## config.mk

```make
export PLATFORM = sky130hd
export DESIGN_NAME = mem_bus_arbiter_flat
export DESIGN_NICKNAME = d
export VERILOG_FILES = /design/src/rtl/mem_bus_arbiter_pkg.sv /design/src/rtl/mem_bus_arbiter_if.sv /design/src/rtl/mem_bus_arbiter_sat_counter.sv /design/src/rtl/mem_bus_arbiter.sv /design/src/flat_wrapper.sv
export SDC_FILE = /design/constraint.sdc
export NUM_CORES = 1
export LEC_CHECK = 0
export BUFFER_PORTS_ARGS = -buffer_cell sky130_fd_sc_hd__buf_2
export CORE_AREA = 2 2 123 125
export DETAILED_ROUTE_END_ITERATION = 7
export DIE_AREA = 0 0 125 127
export MAX_ROUTING_LAYER = met4
export PLACE_DENSITY = 0.51
export SETUP_SLACK_MARGIN = 0.15
export SYNTH_ARGS = -nofsm -noshare
export SYNTH_HDL_FRONTEND = slang
export SYNTH_SLANG_ARGS = --single-unit
export TNS_END_PERCENT = 20
```

## constraint.sdc

```tcl
create_clock -name iCLK -period 2.55 [get_ports iCLK]
set_input_delay 0.1275 -clock iCLK [delete_from_list [all_inputs] [get_ports iCLK]]
set_output_delay 0.1275 -clock iCLK [all_outputs]
set_load 0.01 [all_outputs]
```

## src/rtl/mem_bus_arbiter_pkg.sv

```systemverilog
// Shared constants for the data-memory bus arbiter: bus widths, owner state
// encodings (decoded by the monitor/debug path via oOwner) and default limits.
package mem_bus_arbiter_pkg;

  localparam int unsigned DATA_W = 32;
  localparam int unsigned BE_W   = 4;

  // Owner state encodings, exported on oOwner
  localparam logic [1:0] S_CPU     = 2'd0;
  localparam logic [1:0] S_HANDOFF = 2'd1;
  localparam logic [1:0] S_M1      = 2'd2;
  localparam logic [1:0] S_RETURN  = 2'd3;

  localparam int unsigned DEF_STARVE_LIMIT = 8;
  localparam int unsigned DEF_BURST_MAX    = 4;

endpackage

```

## src/rtl/mem_bus_arbiter_if.sv

```systemverilog
// Data-memory (Dw) bus seen by the arbiter. The arbiter is the master; the
// memory/peripheral fabric is the slave.
interface mem_bus_arbiter_if;
  import mem_bus_arbiter_pkg::*;

  logic [DATA_W-1:0] address;
  logic [DATA_W-1:0] write_data;
  logic              write_enable;
  logic              read_enable;
  logic [BE_W-1:0]   byte_enable;
  logic [DATA_W-1:0] read_data;
  logic              ready;

  modport master (
    output address, write_data, write_enable, read_enable, byte_enable,
    input  read_data, ready
  );

  modport slave (
    input  address, write_data, write_enable, read_enable, byte_enable,
    output read_data, ready
  );

endinterface

```

## src/rtl/mem_bus_arbiter_sat_counter.sv

```systemverilog
// Saturating up-counter with synchronous clear; clear wins over increment.
module arb_sat_counter #(
  parameter int unsigned Max   = 1,
  parameter int unsigned Width = $clog2(Max + 1)
) (
  input  logic             iCLK,
  input  logic             iRST,
  input  logic             iClear,
  input  logic             iInc,
  output logic [Width-1:0] oCount
);

  logic [Width-1:0] count_q;

  // Count register: clear, else increment until Max is reached
  always_ff @(posedge iCLK or negedge iRST) begin
    if (!iRST) begin
      count_q <= '0;
    end else if (iClear) begin
      count_q <= '0;
    end else if (iInc && (count_q != Width'(Max))) begin
      count_q <= count_q + 1'b1;
    end
  end

  assign oCount = count_q;

endmodule

```

## src/rtl/mem_bus_arbiter.sv

```systemverilog
// Shares the data-memory bus between the CPU (default owner) and master 1
// (DMA / debug loader). Master 1 preempts after a bounded wait and holds the
// bus for bounded bursts; single turnaround cycles separate owners.
module mem_bus_arbiter
  import mem_bus_arbiter_pkg::*;
#(
  parameter int unsigned STARVE_LIMIT = DEF_STARVE_LIMIT,
  parameter int unsigned BURST_MAX    = DEF_BURST_MAX
) (
  input  logic              iCLK,
  input  logic              iRST,
  // CPU side (Datapath_MULTI Dw* ports)
  input  logic [DATA_W-1:0] iCPUAddress,
  input  logic [DATA_W-1:0] iCPUWriteData,
  input  logic              iCPUWriteEnable,
  input  logic              iCPUReadEnable,
  input  logic [BE_W-1:0]   iCPUByteEnable,
  output logic [DATA_W-1:0] oCPUReadData,
  output logic              oCPUStall,
  // Master 1
  input  logic              iM1Req,
  input  logic              iM1Write,
  input  logic [DATA_W-1:0] iM1Address,
  input  logic [DATA_W-1:0] iM1WriteData,
  input  logic [BE_W-1:0]   iM1ByteEnable,
  output logic              oM1Grant,
  output logic              oM1Ack,
  output logic [DATA_W-1:0] oM1ReadData,
  // Shared memory/peripheral bus
  mem_bus_arbiter_if.master dw,
  output logic [1:0]        oOwner
);

  localparam int unsigned STARVE_W = $clog2(STARVE_LIMIT + 1);
  localparam int unsigned BEAT_W   = $clog2(BURST_MAX + 1);

  logic [1:0]          state_q, state_d;
  logic [1:0]          mux_state;
  logic [STARVE_W-1:0] starve_cnt;
  logic [BEAT_W-1:0]   beat_cnt;
  logic                cpu_access;
  logic                starve_full;
  logic                preempt;
  logic                m1_beat;
  logic                last_beat;
  logic                starve_inc;
  logic                enter_m1;

  // Qualifiers shared by the FSM, the counters and the bus mux
  always_comb begin
    cpu_access  = iCPUReadEnable | iCPUWriteEnable;
    starve_full = (starve_cnt == STARVE_W'(STARVE_LIMIT));
    preempt     = iRST & iM1Req & starve_full;
    m1_beat     = iRST & (state_q == S_M1) & iM1Req & dw.ready;
    last_beat   = m1_beat & ((32'(beat_cnt) + 32'd1) == BURST_MAX);
    // Reset must look like S_CPU immediately, even before the async clear lands
    mux_state   = iRST ? state_q : S_CPU;
  end

  // Next owner; bus wait states never move the FSM
  always_comb begin
    state_d = state_q;
    case (state_q)
      S_CPU:     if (iM1Req && (!cpu_access || starve_full)) state_d = S_HANDOFF;
      S_HANDOFF: state_d = S_M1;
      S_M1:      if (!iM1Req || last_beat) state_d = S_RETURN;
      S_RETURN:  state_d = S_CPU;
      default:   state_d = S_CPU;
    endcase
  end

  // Owner state register
  always_ff @(posedge iCLK or negedge iRST) begin
    if (!iRST) begin
      state_q <= S_CPU;
    end else begin
      state_q <= state_d;
    end
  end

  // Counter controls: both counters restart on the cycle that enters S_M1
  always_comb begin
    enter_m1   = (state_q == S_HANDOFF);
    starve_inc = (state_q == S_CPU) & iM1Req & (state_d == S_CPU);
  end

  arb_sat_counter #(
    .Max   (STARVE_LIMIT),
    .Width (STARVE_W)
  ) u_starve_cnt (
    .iCLK   (iCLK),
    .iRST   (iRST),
    .iClear (enter_m1),
    .iInc   (starve_inc),
    .oCount (starve_cnt)
  );

  arb_sat_counter #(
    .Max   (BURST_MAX),
    .Width (BEAT_W)
  ) u_beat_cnt (
    .iCLK   (iCLK),
    .iRST   (iRST),
    .iClear (enter_m1),
    .iInc   (m1_beat),
    .oCount (beat_cnt)
  );

  // Bus mux, stall and master-1 handshake; CPU values are the idle default
  always_comb begin
    dw.address      = iCPUAddress;
    dw.write_data   = iCPUWriteData;
    dw.byte_enable  = iCPUByteEnable;
    dw.write_enable = 1'b0;
    dw.read_enable  = 1'b0;
    oCPUReadData    = dw.read_data;
    oCPUStall       = cpu_access;
    oM1Grant        = 1'b0;
    oM1Ack          = 1'b0;
    oM1ReadData     = '0;
    case (mux_state)
      S_CPU: begin
        // On the preemption cycle the CPU access is held off, enables stay 0
        if (!preempt) begin
          dw.write_enable = iCPUWriteEnable;
          dw.read_enable  = iCPUReadEnable;
          oCPUStall       = cpu_access & ~dw.ready;
        end
      end
      S_M1: begin
        dw.address      = iM1Address;
        dw.write_data   = iM1WriteData;
        dw.byte_enable  = iM1ByteEnable;
        dw.write_enable = iM1Req & iM1Write;
        dw.read_enable  = iM1Req & ~iM1Write;
        oM1Grant        = 1'b1;
        oM1Ack          = m1_beat;
        oM1ReadData     = dw.read_data;
      end
      default: ;
    endcase
  end

  assign oOwner = mux_state;

endmodule

```

## src/flat_wrapper.sv

```systemverilog
// flat-port wrapper written by rule: the top's interface ports become plain ports
module mem_bus_arbiter_flat import mem_bus_arbiter_pkg::*;
#(
  parameter int unsigned STARVE_LIMIT = DEF_STARVE_LIMIT,
  parameter int unsigned BURST_MAX    = DEF_BURST_MAX
)
  (iCLK, iRST, iCPUAddress, iCPUWriteData, iCPUWriteEnable, iCPUReadEnable, iCPUByteEnable, oCPUReadData, oCPUStall, iM1Req, iM1Write, iM1Address, iM1WriteData, iM1ByteEnable, oM1Grant, oM1Ack, oM1ReadData, oOwner, dw_address, dw_write_data, dw_write_enable, dw_read_enable, dw_byte_enable, dw_read_data, dw_ready);
  mem_bus_arbiter_if dw_i ();
  input  logic iCLK;
  input  logic iRST;
  input  logic [DATA_W-1:0] iCPUAddress;
  input  logic [DATA_W-1:0] iCPUWriteData;
  input  logic iCPUWriteEnable;
  input  logic iCPUReadEnable;
  input  logic [BE_W-1:0] iCPUByteEnable;
  output logic [DATA_W-1:0] oCPUReadData;
  output logic oCPUStall;
  input  logic iM1Req;
  input  logic iM1Write;
  input  logic [DATA_W-1:0] iM1Address;
  input  logic [DATA_W-1:0] iM1WriteData;
  input  logic [BE_W-1:0] iM1ByteEnable;
  output logic oM1Grant;
  output logic oM1Ack;
  output logic [DATA_W-1:0] oM1ReadData;
  output logic [1:0] oOwner;
  output wire logic [$bits(dw_i.address)-1:0] dw_address;
  output wire logic [$bits(dw_i.write_data)-1:0] dw_write_data;
  output wire logic [$bits(dw_i.write_enable)-1:0] dw_write_enable;
  output wire logic [$bits(dw_i.read_enable)-1:0] dw_read_enable;
  output wire logic [$bits(dw_i.byte_enable)-1:0] dw_byte_enable;
  input wire logic [$bits(dw_i.read_data)-1:0] dw_read_data;
  input wire logic [$bits(dw_i.ready)-1:0] dw_ready;
  assign dw_address = dw_i.address;
  assign dw_write_data = dw_i.write_data;
  assign dw_write_enable = dw_i.write_enable;
  assign dw_read_enable = dw_i.read_enable;
  assign dw_byte_enable = dw_i.byte_enable;
  assign dw_i.read_data = dw_read_data;
  assign dw_i.ready = dw_ready;
  mem_bus_arbiter #(.STARVE_LIMIT(STARVE_LIMIT), .BURST_MAX(BURST_MAX)) u_core (.iCLK(iCLK), .iRST(iRST), .iCPUAddress(iCPUAddress), .iCPUWriteData(iCPUWriteData), .iCPUWriteEnable(iCPUWriteEnable), .iCPUReadEnable(iCPUReadEnable), .iCPUByteEnable(iCPUByteEnable), .oCPUReadData(oCPUReadData), .oCPUStall(oCPUStall), .iM1Req(iM1Req), .iM1Write(iM1Write), .iM1Address(iM1Address), .iM1WriteData(iM1WriteData), .iM1ByteEnable(iM1ByteEnable), .oM1Grant(oM1Grant), .oM1Ack(oM1Ack), .oM1ReadData(oM1ReadData), .dw(dw_i), .oOwner(oOwner));
endmodule
```

==> results.sh <==
export IMPL_status="finished, final reports clean"
export IMPL_drc=0
export IMPL_cp_max_fo=20
export IMPL_die_area_sq_mm=0.01588
export IMPL_endpoint_kind="output port"
export IMPL_wl_per_cell_um=15.59
export IMPL_rows=44
export IMPL_start_util=0.1699
export IMPL_hold_viol=0
export IMPL_synth_top_cell_by_area="mux2_4"
export IMPL_final_area_sq_mm=0.004001
export IMPL_final_cell_mix="buf_2, mux2_4, and3_1"
export IMPL_synth_edf_count=0
export IMPL_placed_area_sq_mm=0.003905
export IMPL_grtUsageTotal=0.1196
export IMPL_p_leak_nw=2.406
export IMPL_ant_nets=0
export IMPL_fin_crit_ns=2.296
export IMPL_dp_hpwl_mm=9.622
export IMPL_critical_path_class="reg -> out"
export IMPL_cts_root_buf="clkbuf_16"
export IMPL_power_frac_seq=0.101
export IMPL_required_ns=2.42
export IMPL_cp_start_kind="flop"
export IMPL_syn_num_nets=417
export IMPL_place_congestion=0.8424
export IMPL_r2r_end="u_core.u_starve_cnt.oCount[0]"
export IMPL_antenna_found_initial=0
export IMPL_cts_buffers=3
export IMPL_synth_seq_cells=9
export IMPL_synth_cells=234
export IMPL_ys_flop_type="dfrtp_1"
export IMPL_final_common_cell="buf_2"
export IMPL_min_period_over_period=0.9003
export IMPL_htreeDepth=1
export IMPL_grt_max_degree=36
export IMPL_port_buffers=313
export IMPL_worstHoldStart="iM1Req"
export IMPL_yosysSeqAreaShare=0.09188
export IMPL_clock_path_buffers=2
export IMPL_yosys_top_cells_area="mux2_4, buf_4, dfrtp_1"
export IMPL_grt_pass1_vias=2797
export IMPL_io_pins=314
export IMPL_final_cells=700
export IMPL_reg2reg_depth=6
export IMPL_arrival_ns=2.17
export IMPL_dp_cells=694
export IMPL_syn_avg_cell_area_sq_um=10.47
export IMPL_pwr_share_comb=0.792
export IMPL_fillers=1564
export IMPL_setup_violations=0
export IMPL_p_per_area_mw_per_mm2=653.3
export IMPL_drive_above_1_share=0.7888
export IMPL_die_h_um=127
export IMPL_vias_per_cell=4.056
export IMPL_crit_end="dw_byte_enable[1]"
export IMPL_area_growth_pct=63.25
export IMPL_power_internal_w=0.001473
export IMPL_grt_overflow=0
export IMPL_core_area_sq_mm=0.01442
export IMPL_rsz0062_at_grt="yes"
export IMPL_syn_cell_area_sq_mm=0.002451
export IMPL_peakVddDrop_mv=0.4685
export IMPL_nNetsFinal=700
export IMPL_dr_total_vias=2839
export IMPL_max_freq_mhz=435.6
export IMPL_fin_skew_ns=0.003047
export IMPL_drv_slew=0
export IMPL_n_antenna_cell=0
export IMPL_timing_slew_headroom=0.6620
export IMPL_clk_transition_reported_paths_ns=0.04
export IMPL_ctsResizeCount=0
export IMPL_synth_top_cell_area_share=0.4227
export IMPL_drv_cap=0
export IMPL_ys_warnings_count=0
export IMPL_die_w_um=125
export IMPL_insertion_delay_ns=0.23
export IMPL_tns_ns=0
export IMPL_startpoint="u_core.state_q[0]"
export IMPL_wirelength_mm=10.91
export IMPL_drt_iter0_drc=59
export IMPL_async_flop_share=1.000
export IMPL_netlist_cell_type_count=42
export IMPL_tritoncts="done"
export IMPL_fin_total_pwr_w=0.002614
export IMPL_worstMarginPinSlew_ns=0.5053
export IMPL_cts_sinks=9
export IMPL_reg2reg_slack_ns=0.27
export IMPL_p_sw_frac=0.4365
export IMPL_power_switching_w=0.001141
export IMPL_hold_class="in -> reg"
export IMPL_clkPwrFrac=0.106
export IMPL_firstDrtPassIters=4
export IMPL_grt_pass1_wl_mm=14.90
export IMPL_rr_startpoint="u_core.state_q[0]"
==> registers in the layout (all words and copies together), names as in the netlist <==
register	flops
u_core.state_q	2
u_core.u_beat_cnt.oCount	3
u_core.u_starve_cnt.oCount	4
==> repair_timing <==
item / 4_1_cts / 5_1_grt
hold buffers: 1 / 0
setup buffers: 0 / 0
setup endpoints to repair: 0 / 52
hold endpoints to repair: 9 / 0
==> through the flow <==
| step | util | setup slack [ns] | hold slack (ns) |
|---|---|---|---|
| 2_1_floorplan | - | 0.4177 | -0.1681 |
| 3_3_place_gp | 0.2707 | 0.4436 | 0.02553 |
| 3_5_place_dp | 0.2707 | 0.3873 | 0.02875 |
| 4_1_cts | 0.2769 | 0.1591 | 0.3811 |
| 5_1_grt | 0.2774 | 0.1256 | 0.4490 |
| 6_report | 0.2774 | 0.2544 | 0.3799 |
==> how the worst min path moves through the flow <==
stage / endpoint / slack, ns / depth (start not counted)
floorplan: u_core.state_q[0] / -0.17 / 0
global placement: u_core.u_beat_cnt.oCount[2] / 0.03 / 1
detailed placement: u_core.u_beat_cnt.oCount[2] / 0.03 / 1
CTS: u_core.u_starve_cnt.oCount[3] / 0.38 / 4
global route: u_core.u_starve_cnt.oCount[3] / 0.45 / 4
finish: u_core.u_starve_cnt.oCount[3] / 0.38 / 4
==> layout make-up <==
class	count	area, sq um	share of cell area
flip-flops and latches	9	225.2	0.05629
well taps	184	230.2	0.05754
clock buffers	4	78.83	0.01970
multi-input cells	172	1773	0.4431
inverters	6	22.52	0.005629
repair buffers	325	1672	0.4178
==> critical path: stages, from the launching register on <==
cell	delay [ns]
dfrtp_1	0.45
inv_1	0.38
and2_4	0.38
buf_12	0.23
mux2_4	0.32
buf_2	0.14
==> power groups by stage <==
| stage | registers (W) | clock network [W] | logic, W |
|---|---|---|---|
| floorplan | 0.000250 | 0 | 0.00154 |
| global placement | 0.000264 | 0 | 0.00203 |
| detailed placement | 0.000266 | 0 | 0.00206 |
| CTS | 0.000265 | 0.000284 | 0.00207 |
| global route | 0.000275 | 0.000295 | 0.00223 |
| finish | 0.000265 | 0.000278 | 0.00207 |
==> layer usage <==
layer | vias up | GRT usage | part of all wire
met1 | 1313 | 0.1440 | 0.41
li1 | 1378 | - | -
met4 | 0 | 0.005882 | 0.00046
met5 | - | - | 0
met2 | 146 | 0.2225 | 0.52
met3 | 2 | 0.01759 | 0.067
==> synthesized netlist by cell type (2+ instances only) <==
cell	n
clkbuf_1	7
nor3b_1	2
buf_12	8
buf_4	32
and3_1	32
o311ai_1	2
inv_1	6
mux2_4	69
a21oi_1	6
o21ai_0	2
a211oi_1	2
nor2_1	11
dfrtp_1	9
nand2b_1	4
and2_2	3
nand3b_1	2
nand3_1	3
nor4_1	2
ha_1	8
and2_1	2
==> cell families after synthesis <==
family                     share of synthesized area
AOI/OAI and AO/OA                            0.06433
xor gates and xnor gates                    0.007148
adders and majority gates                    0.04084
buffers and inverters                         0.1879
DFF                                          0.09189
muxes                                         0.4267
and+or+nand+nor                               0.1812
No activity file was read; power rests on OpenSTA's default activity.
